File: config.mk
export PLATFORM = sky130hd
export DESIGN_NAME = rx_lane_sync_idle
export DESIGN_NICKNAME = d
export VERILOG_FILES = /design/src/rtl/rx_lane_sync_idle.sv
export SDC_FILE = /design/constraint.sdc
export NUM_CORES = 1
export LEC_CHECK = 0
export ABC_AREA = 0
export ABC_CLOCK_PERIOD_IN_PS = 1900
export CAP_MARGIN = 25
export CORE_ASPECT_RATIO = 0.7
export CORE_MARGIN = 2
export CORE_UTILIZATION = 50
export CTS_CLUSTER_SIZE = 12
export DETAILED_ROUTE_END_ITERATION = 16
export PLACE_DENSITY_LB_ADDON = 0.15
export SLEW_MARGIN = 20
export SYNTH_ARGS = -nofsm -noshare
export SYNTH_HDL_FRONTEND = slang
export SYNTH_SLANG_ARGS = --single-unit
File: constraint.sdc
create_clock -name clk_4f -period 1.9 [get_ports clk_4f]
set_input_delay 0.475 -clock clk_4f [delete_from_list [all_inputs] [get_ports clk_4f]]
set_output_delay 0.475 -clock clk_4f [all_outputs]
set_load 0.005 [all_outputs]
File: src/rtl/rx_lane_sync_idle.sv
// Multi-lane receive synchroniser for the byte-parallel PHY path.
// Each lane independently acquires sync on a run of commas, drops it on a
// run of code errors, and, once synced, flags idles and forwards payload.
//
// state  | meaning
// -------+----------------------------------------------------------
// UNSYNC | no alignment; waiting for the first clean comma
// COUNT  | counting consecutive clean commas toward SYNC_CNT
// SYNCED | aligned; payload/idle forwarded, counting consecutive errors
module rx_lane_sync_idle #(
  parameter int          LANES    = 4,
  parameter logic [7:0]  COMMA    = 8'hBC,
  parameter logic [7:0]  IDLE_SYM = 8'h7C,
  parameter int          SYNC_CNT = 4,
  parameter int          LOSS_CNT = 3
) (
  input  logic                 clk_4f,
  input  logic                 reset_L,
  input  logic [8*LANES-1:0]   data_in,
  input  logic [LANES-1:0]     valid_in,
  input  logic [LANES-1:0]     err_in,
  output logic [8*LANES-1:0]   data_out,
  output logic [LANES-1:0]     valid_out,
  output logic [LANES-1:0]     idle_out,
  output logic [LANES-1:0]     active,
  output logic                 all_active,
  output logic [LANES-1:0]     sync_lost
);

  localparam int CW = $clog2(SYNC_CNT + 1);
  localparam int EW = $clog2(LOSS_CNT + 1);
  localparam logic [CW:0]   SYNC_TGT = (CW+1)'(SYNC_CNT);
  localparam logic [EW:0]   LOSS_TGT = (EW+1)'(LOSS_CNT);
  localparam logic [CW-1:0] CNT_MAX  = CW'(SYNC_CNT);
  localparam logic [EW-1:0] ERR_MAX  = EW'(LOSS_CNT);

  typedef enum logic [1:0] {
    UNSYNC = 2'd0,
    COUNT  = 2'd1,
    SYNCED = 2'd2
  } state_e;

  // Next-state active bits of every lane, so all_active lines up with active.
  logic [LANES-1:0] active_d;
  logic             all_active_q;

  for (genvar n = 0; n < LANES; n++) begin : g_lane
    state_e        state_q, state_d;
    logic [CW-1:0] cnt_q, cnt_d;
    logic [EW-1:0] errcnt_q, errcnt_d;
    logic [CW:0]   cnt_inc;
    logic [EW:0]   errcnt_inc;
    logic [7:0]    byte_in;
    logic [7:0]    data_q, data_d;
    logic          valid_q, valid_d;
    logic          idle_q, idle_d;
    logic          active_q;
    logic          lost_q, lost_d;
    logic          sym_v, sym_err, clean_comma;

    assign byte_in     = data_in[8*n +: 8];
    assign sym_v       = valid_in[n];
    assign sym_err     = err_in[n];
    assign clean_comma = (byte_in == COMMA) && !sym_err;
    assign cnt_inc     = {1'b0, cnt_q} + (CW+1)'(1);
    assign errcnt_inc  = {1'b0, errcnt_q} + (EW+1)'(1);

    // Lane FSM next state, counters and registered-output next values.
    always_comb begin
      state_d  = state_q;
      cnt_d    = cnt_q;
      errcnt_d = errcnt_q;
      data_d   = data_q;
      valid_d  = 1'b0;
      idle_d   = 1'b0;
      lost_d   = 1'b0;
      if (sym_v) begin
        unique case (state_q)
          UNSYNC: begin
            if (clean_comma) begin
              cnt_d   = CW'(1);
              state_d = (SYNC_CNT == 1) ? SYNCED : COUNT;
            end else begin
              cnt_d = '0;
            end
          end
          COUNT: begin
            if (clean_comma) begin
              if (cnt_q != CNT_MAX) cnt_d = cnt_inc[CW-1:0];
              if (cnt_inc == SYNC_TGT) state_d = SYNCED;
            end else begin
              cnt_d   = '0;
              state_d = UNSYNC;
            end
          end
          SYNCED: begin
            if (sym_err) begin
              if (errcnt_inc == LOSS_TGT) begin
                state_d  = UNSYNC;
                cnt_d    = '0;
                errcnt_d = '0;
                lost_d   = 1'b1;
              end else if (errcnt_q != ERR_MAX) begin
                errcnt_d = errcnt_inc[EW-1:0];
              end
            end else begin
              errcnt_d = '0;
              if (byte_in == IDLE_SYM) begin
                idle_d = 1'b1;
              end else if (byte_in != COMMA) begin
                data_d  = byte_in;
                valid_d = 1'b1;
              end
            end
          end
          default: begin
            state_d  = UNSYNC;
            cnt_d    = '0;
            errcnt_d = '0;
          end
        endcase
      end
    end

    assign active_d[n] = (state_d == SYNCED);

    // Lane state and output registers; cleared asynchronously on reset.
    always_ff @(posedge clk_4f or negedge reset_L) begin
      if (!reset_L) begin
        state_q  <= UNSYNC;
        cnt_q    <= '0;
        errcnt_q <= '0;
        data_q   <= '0;
        valid_q  <= 1'b0;
        idle_q   <= 1'b0;
        active_q <= 1'b0;
        lost_q   <= 1'b0;
      end else begin
        state_q  <= state_d;
        cnt_q    <= cnt_d;
        errcnt_q <= errcnt_d;
        data_q   <= data_d;
        valid_q  <= valid_d;
        idle_q   <= idle_d;
        active_q <= active_d[n];
        lost_q   <= lost_d;
      end
    end

    assign data_out[8*n +: 8] = data_q;
    assign valid_out[n]       = valid_q;
    assign idle_out[n]        = idle_q;
    assign active[n]          = active_q;
    assign sync_lost[n]       = lost_q;
  end

  // Aggregate link-up flag, registered from next-state so it tracks active.
  always_ff @(posedge clk_4f or negedge reset_L) begin
    if (!reset_L) all_active_q <= 1'b0;
    else          all_active_q <= &active_d;
  end

  assign all_active = all_active_q;

endmodule
After elaboration in Yosys (flattened, before gate mapping) --
Index checks and enable logic that the tools add are counted.
Word-level totals: bits in registers 77, bits in latches 0, bits in writable memories 0, memory bits (read-only) 0, input port bits 42, output and inout bits 49, logic and storage cells 258, memories kept 0
Cells by class: add/subtract/negate cells 8, multiply operators 0, div/mod/pow operators 0, magnitude comparators 0, equal/unequal tests 56, shift-type cells 0, multiplexer cells 120, bitwise gates (word level) 12, reduce and logical (&&, ||, !) cells 29
Operator list (number):
- $mux W2 | 36
- $mux W1 | 56
- $mux W3 | 16
- $pmux W3 S3 | 4
- $eq A8 B7 Y1 const B | 4
- $eq A8 B8 Y1 const B | 4
- $ne A8 B8 Y1 const B | 4
- $ne A2 B2 Y1 const B | 12
- $ne A3 B3 Y1 const B | 8
- $pmux W2 S3 | 4
- $reduce_and A4 Y1 | 5
- $reduce_and A5 Y1 | 4
- $add A3 B1 Y4 const B | 4
- $eq A2 B2 Y1 const B | 8
- $eq A4 B3 Y1 const B | 4
- $ne A4 B4 Y1 const B | 4
- $pmux W2 S2 | 4
- $add A2 B1 Y3 const B | 4
- $eq A3 B2 Y1 const B | 4
- $not A1 Y1 | 12
- $reduce_and A3 Y1 | 4
- $eq A2 B1 Y1 const B | 4
- $logic_not A2 Y1 | 4
- $reduce_or A2 Y1 | 4
- other kinds (2) | 8

Logic depth before layout (Yosys ltp) --
depth in word-level cells 8, depth in mapped cells 6, mapped depth without buffers 6

Least setup slack after synthesis --
Ideal clock, no wire load.
path type input to register, start point in data_in[25], end point reg g_lane[3].data_q[0], setup time 0.125 ns, arrival 1.775 ns, required time 1.775 ns, setup slack 0.001 ns, cell stages on the path 4, path through or2_2 -> or2_2 -> o21bai_2 -> mux2_2
On the way: cells in the longest elaborated chain, start to end 3, elaborated cells between the ends (all ways) 4, those cells by class eq/ne (2); bitwise (1); reduce/logical (1)
RTL lines:
- from (decl) | RTL line 19 | input logic [8*LANES-1:0] data_in,
- $eq A8 B7 Y1 | RTL line 108 | if (byte_in == IDLE_SYM) begin
- $not A1 Y1 (no source line)
- $reduce_and A5 Y1 (no source line) (*)
- to (signal assigned) | RTL line 142 | data_q <= data_d;
- to (decl) | RTL line 54 | logic [7:0] data_q, data_d;
Every way passes the cells marked *; elsewhere a longest branch is shown, timed or not. A chain may end at the register's enable or synchronous reset.

Final worst setup path --
Same ends and word-level chain as after synthesis.

==> impl_metrics.json <==
{
  "status": "finished, final reports clean",
  "drt_pass1_iterations": 4,
  "crit_type": "primary input to flip-flop",
  "wl_um": 8660,
  "leakage_nw": 2.59,
  "critPathTopFamily": "simple AND/OR/NAND/NOR gates",
  "antenna_found_initial": 0,
  "hold_class": "primary input to asynchronous set/reset pin",
  "gp_congestion": 0.802,
  "clkSlewWorstSetupHoldPaths_ps": 80,
  "clock_path_buffers": 2,
  "htree_num_levels": 3,
  "pin_count": 91,
  "stdcell_count": 577,
  "async_flop_share_pct": 100,
  "relSlewSlack_pct": 75.0,
  "portBuffers": 90,
  "synth_fp_nets": 387,
  "place_hpwl_um": 6310,
  "synth.largest_area_cell": "dfrtp_1",
  "ys_seq_elements": 77,
  "final_antenna_net_count": 0,
  "initial_core_util_pct": 51.4,
  "insertion_delay_ps": 350,
  "hold_viol_final": 0,
  "cts_buffers": 9,
  "crit_path_cell_trace": "clkdlybuf4s50_1, or2_2, or2_4, o21bai_4, buf_12, mux2_2",
  "slew_violations": 0,
  "crit_required_ps": 2130,
  "cp_slowest_cell": "clkdlybuf4s50_1",
  "min_period_over_period_pct": 97.6,
  "synth_mux_area_share_pct": 9.67,
  "max_stage_delay_ps": 410,
  "diodes": 0,
  "die_y_um": 76.2,
  "drive_above_1_share_pct": 26.9,
  "grt_overflow": 0,
  "vias_per_cell": 5.25,
  "worstMarginPinSlew_ps": 372,
  "grt_max_degree": 36,
  "whs_ps": 40.6,
  "dr.first_iter.drc_count": 156,
  "dpl.cell_count": 559,
  "postSynthAreaPerCell_sq_um": 11.1,
  "wl_per_cell_um": 15.0,
  "synth.top_cell.area_share_pct": 51.7,
  "power.density_nw_per_um2": 590,
  "startpoint_type": "primary input",
  "cts_hold_buffers": 0,
  "syn_area_sq_um": 3730,
  "ys.flop_type": "dfrtp_1",
  "die_area_sq_um": 8170,
  "startpoint": "data_in[25]",
  "synth-xor-area-share_pct": 0.940,
  "nets": 525,
  "cp-end-kind": "flip-flop",
  "drc": 0,
  "worst-path-buf-inv": 2,
  "synth_compound_area_share_pct": 11.8,
  "final_util_pct": 74.6,
  "r2r-start": "g_lane[3].state_q[1]$_DFF_PN0_",
  "critical_path.max_fanout": 8,
  "rows": 26,
  "setup_viol": 0,
  "synthDistinctLibCells": 53,
  "fin_setup_tns_ps": 0,
  "synth_edf_count": 0,
  "clock_skew_ps": 15.3,
  "filler_cell_count": 505,
  "first_global_vias": 3047,
  "vdd_drop_max_uv": 429,
  "synth_top_family_by_area": "simple AND/OR/NAND/NOR gates",
  "vias": 3027,
  "coreArea_sq_um": 7250,
  "clock_sinks": 77,
  "grt_pass1_wl_um": 14500,
  "synthSimpleGateAreaFrac_pct": 17.6,
  "synthAdderAreaFrac_pct": 2.69,
  "syn2layout_area_growth_pct": 45.1,
  "cts-root-buf": "clkbuf_8",
  "die_width_um": 107,
  "synth.area.top_cells": "dfrtp_1 (52%), mux2_2 (9.7%), buf_4 (3.2%)",
  "drv_cap": 0,
  "cp.arrival_ps": 2080,
  "track_usage_pct": 22.4,
  "finalCriticalPeriod_ps": 1850,
  "maxClockFrequency_ghz": 0.539,
  "cts_tree": "done",
  "ys_seq_area_share_pct": 51.7,
  "synth_cells": 337,
  "synth_warnings": 0
}
==> metrics by stage <==
| stage | cell area (sq um) | setup slack, ps | total power, mW |
|---|---|---|---|
| 2_1_floorplan | 3730 | 0.633 | 1.75 |
| 3_5_place_dp | 5060 | -449 | 1.97 |
| 3_3_place_gp | 5060 | -400 | 1.96 |
| 6_report | 5410 | 46.2 | 3.19 |
| 5_1_grt | 5410 | -5.98 | 3.33 |
| 4_1_cts | 5300 | -0.641 | 3.23 |
==> placed cells by master, fill, tap and decap left out, drive strengths merged, types with 6 or more instances in the layout <==
master / instances
dfrtp: 77
clkdlybuf4s50: 72
buf: 59
nand2: 32
mux2: 32
inv: 18
a21oi: 18
dlymetal6s2s: 14
o21ai: 14
nor2: 13
clkbuf: 12
nand3: 11
ha: 8
nand2b: 8
nand4: 6
a22o: 6
nor3: 6
or3: 6
==> per-layer routing <==
layer / wire length [um] / part of all wire, % / GRT usage (%)
met4: 108 / 1.2 / 5.84
met2: 4210 / 49 / 36.6
met3: 610 / 7.0 / 7.53
met5: 0 / 0 / 0
met1: 3730 / 43 / 28.8
==> registers in the layout, indices dropped and copies added, names as in the netlist <==
name	count
all_active	1
g_lane.active_q	4
g_lane.cnt_q	12
g_lane.data_q	32
g_lane.errcnt_q	8
g_lane.idle_q	4
g_lane.lost_q	4
g_lane.state_q	8
g_lane.valid_q	4
==> path summary, 6_finish.rpt <==
check	endpoint	slack [ps]	depth (start not counted)
max in group asynchronous	g_lane[3].data_q[4]$_DFFE_PN0P_	1300	2
min	g_lane[1].errcnt_q[1]$_DFFE_PN0P_	40	1
max reg2reg	all_active$_DFF_PN0_	80	4
min reg2reg	g_lane[1].data_q[5]$_DFFE_PN0P_	510	1
max	g_lane[3].data_q[0]$_DFFE_PN0P_	50	6
min in group clk_4f	g_lane[2].data_q[2]$_DFFE_PN0P_	410	2
==> cell usage after synthesis, types with 6 or more instances <==
cell	count
dfrtp_1	77
nand2_1	32
ha_1	8
a21oi_1	18
buf_4	16
nor3_1	6
o21ai_0	12
a22o_1	6
nor2_1	13
nand4_1	6
nand3_1	11
mux2_2	32
nand2b_1	7
inv_1	18
==> where the power goes <==
part | switching (mW) | internal (mW) | total, mW
clock | 0.588 | 0.667 | 1.26
sequential | 0.00848 | 1.65 | 1.65
combinational | 0.129 | 0.153 | 0.283
==> area by class of cell <==
class	count	area (sq um)	share of cell area, %
well taps	98	123	2.27
repair buffers	149	1440	26.5
clock buffers	11	151	2.80
multi-input cells	220	1660	30.6
inverters	18	67.6	1.25
flip-flops and latches	77	1930	35.6
clock inverters	4	47.5	0.879
==> cell families after synthesis <==
logic type | count (synthesis)
compound gates | 65
xor+xnor | 4
fa+ha+maj | 8
buf+inv | 40
flops | 77
mux | 32
simple gates | 111
==> repair_timing <==
action,CTS,global route
gates cloned,0,1
gates resized for setup,10,22
setup endpoints to repair,24,25
pin swaps,5,13
buffers inserted,1,1
(Power assumes the default switching activity.)
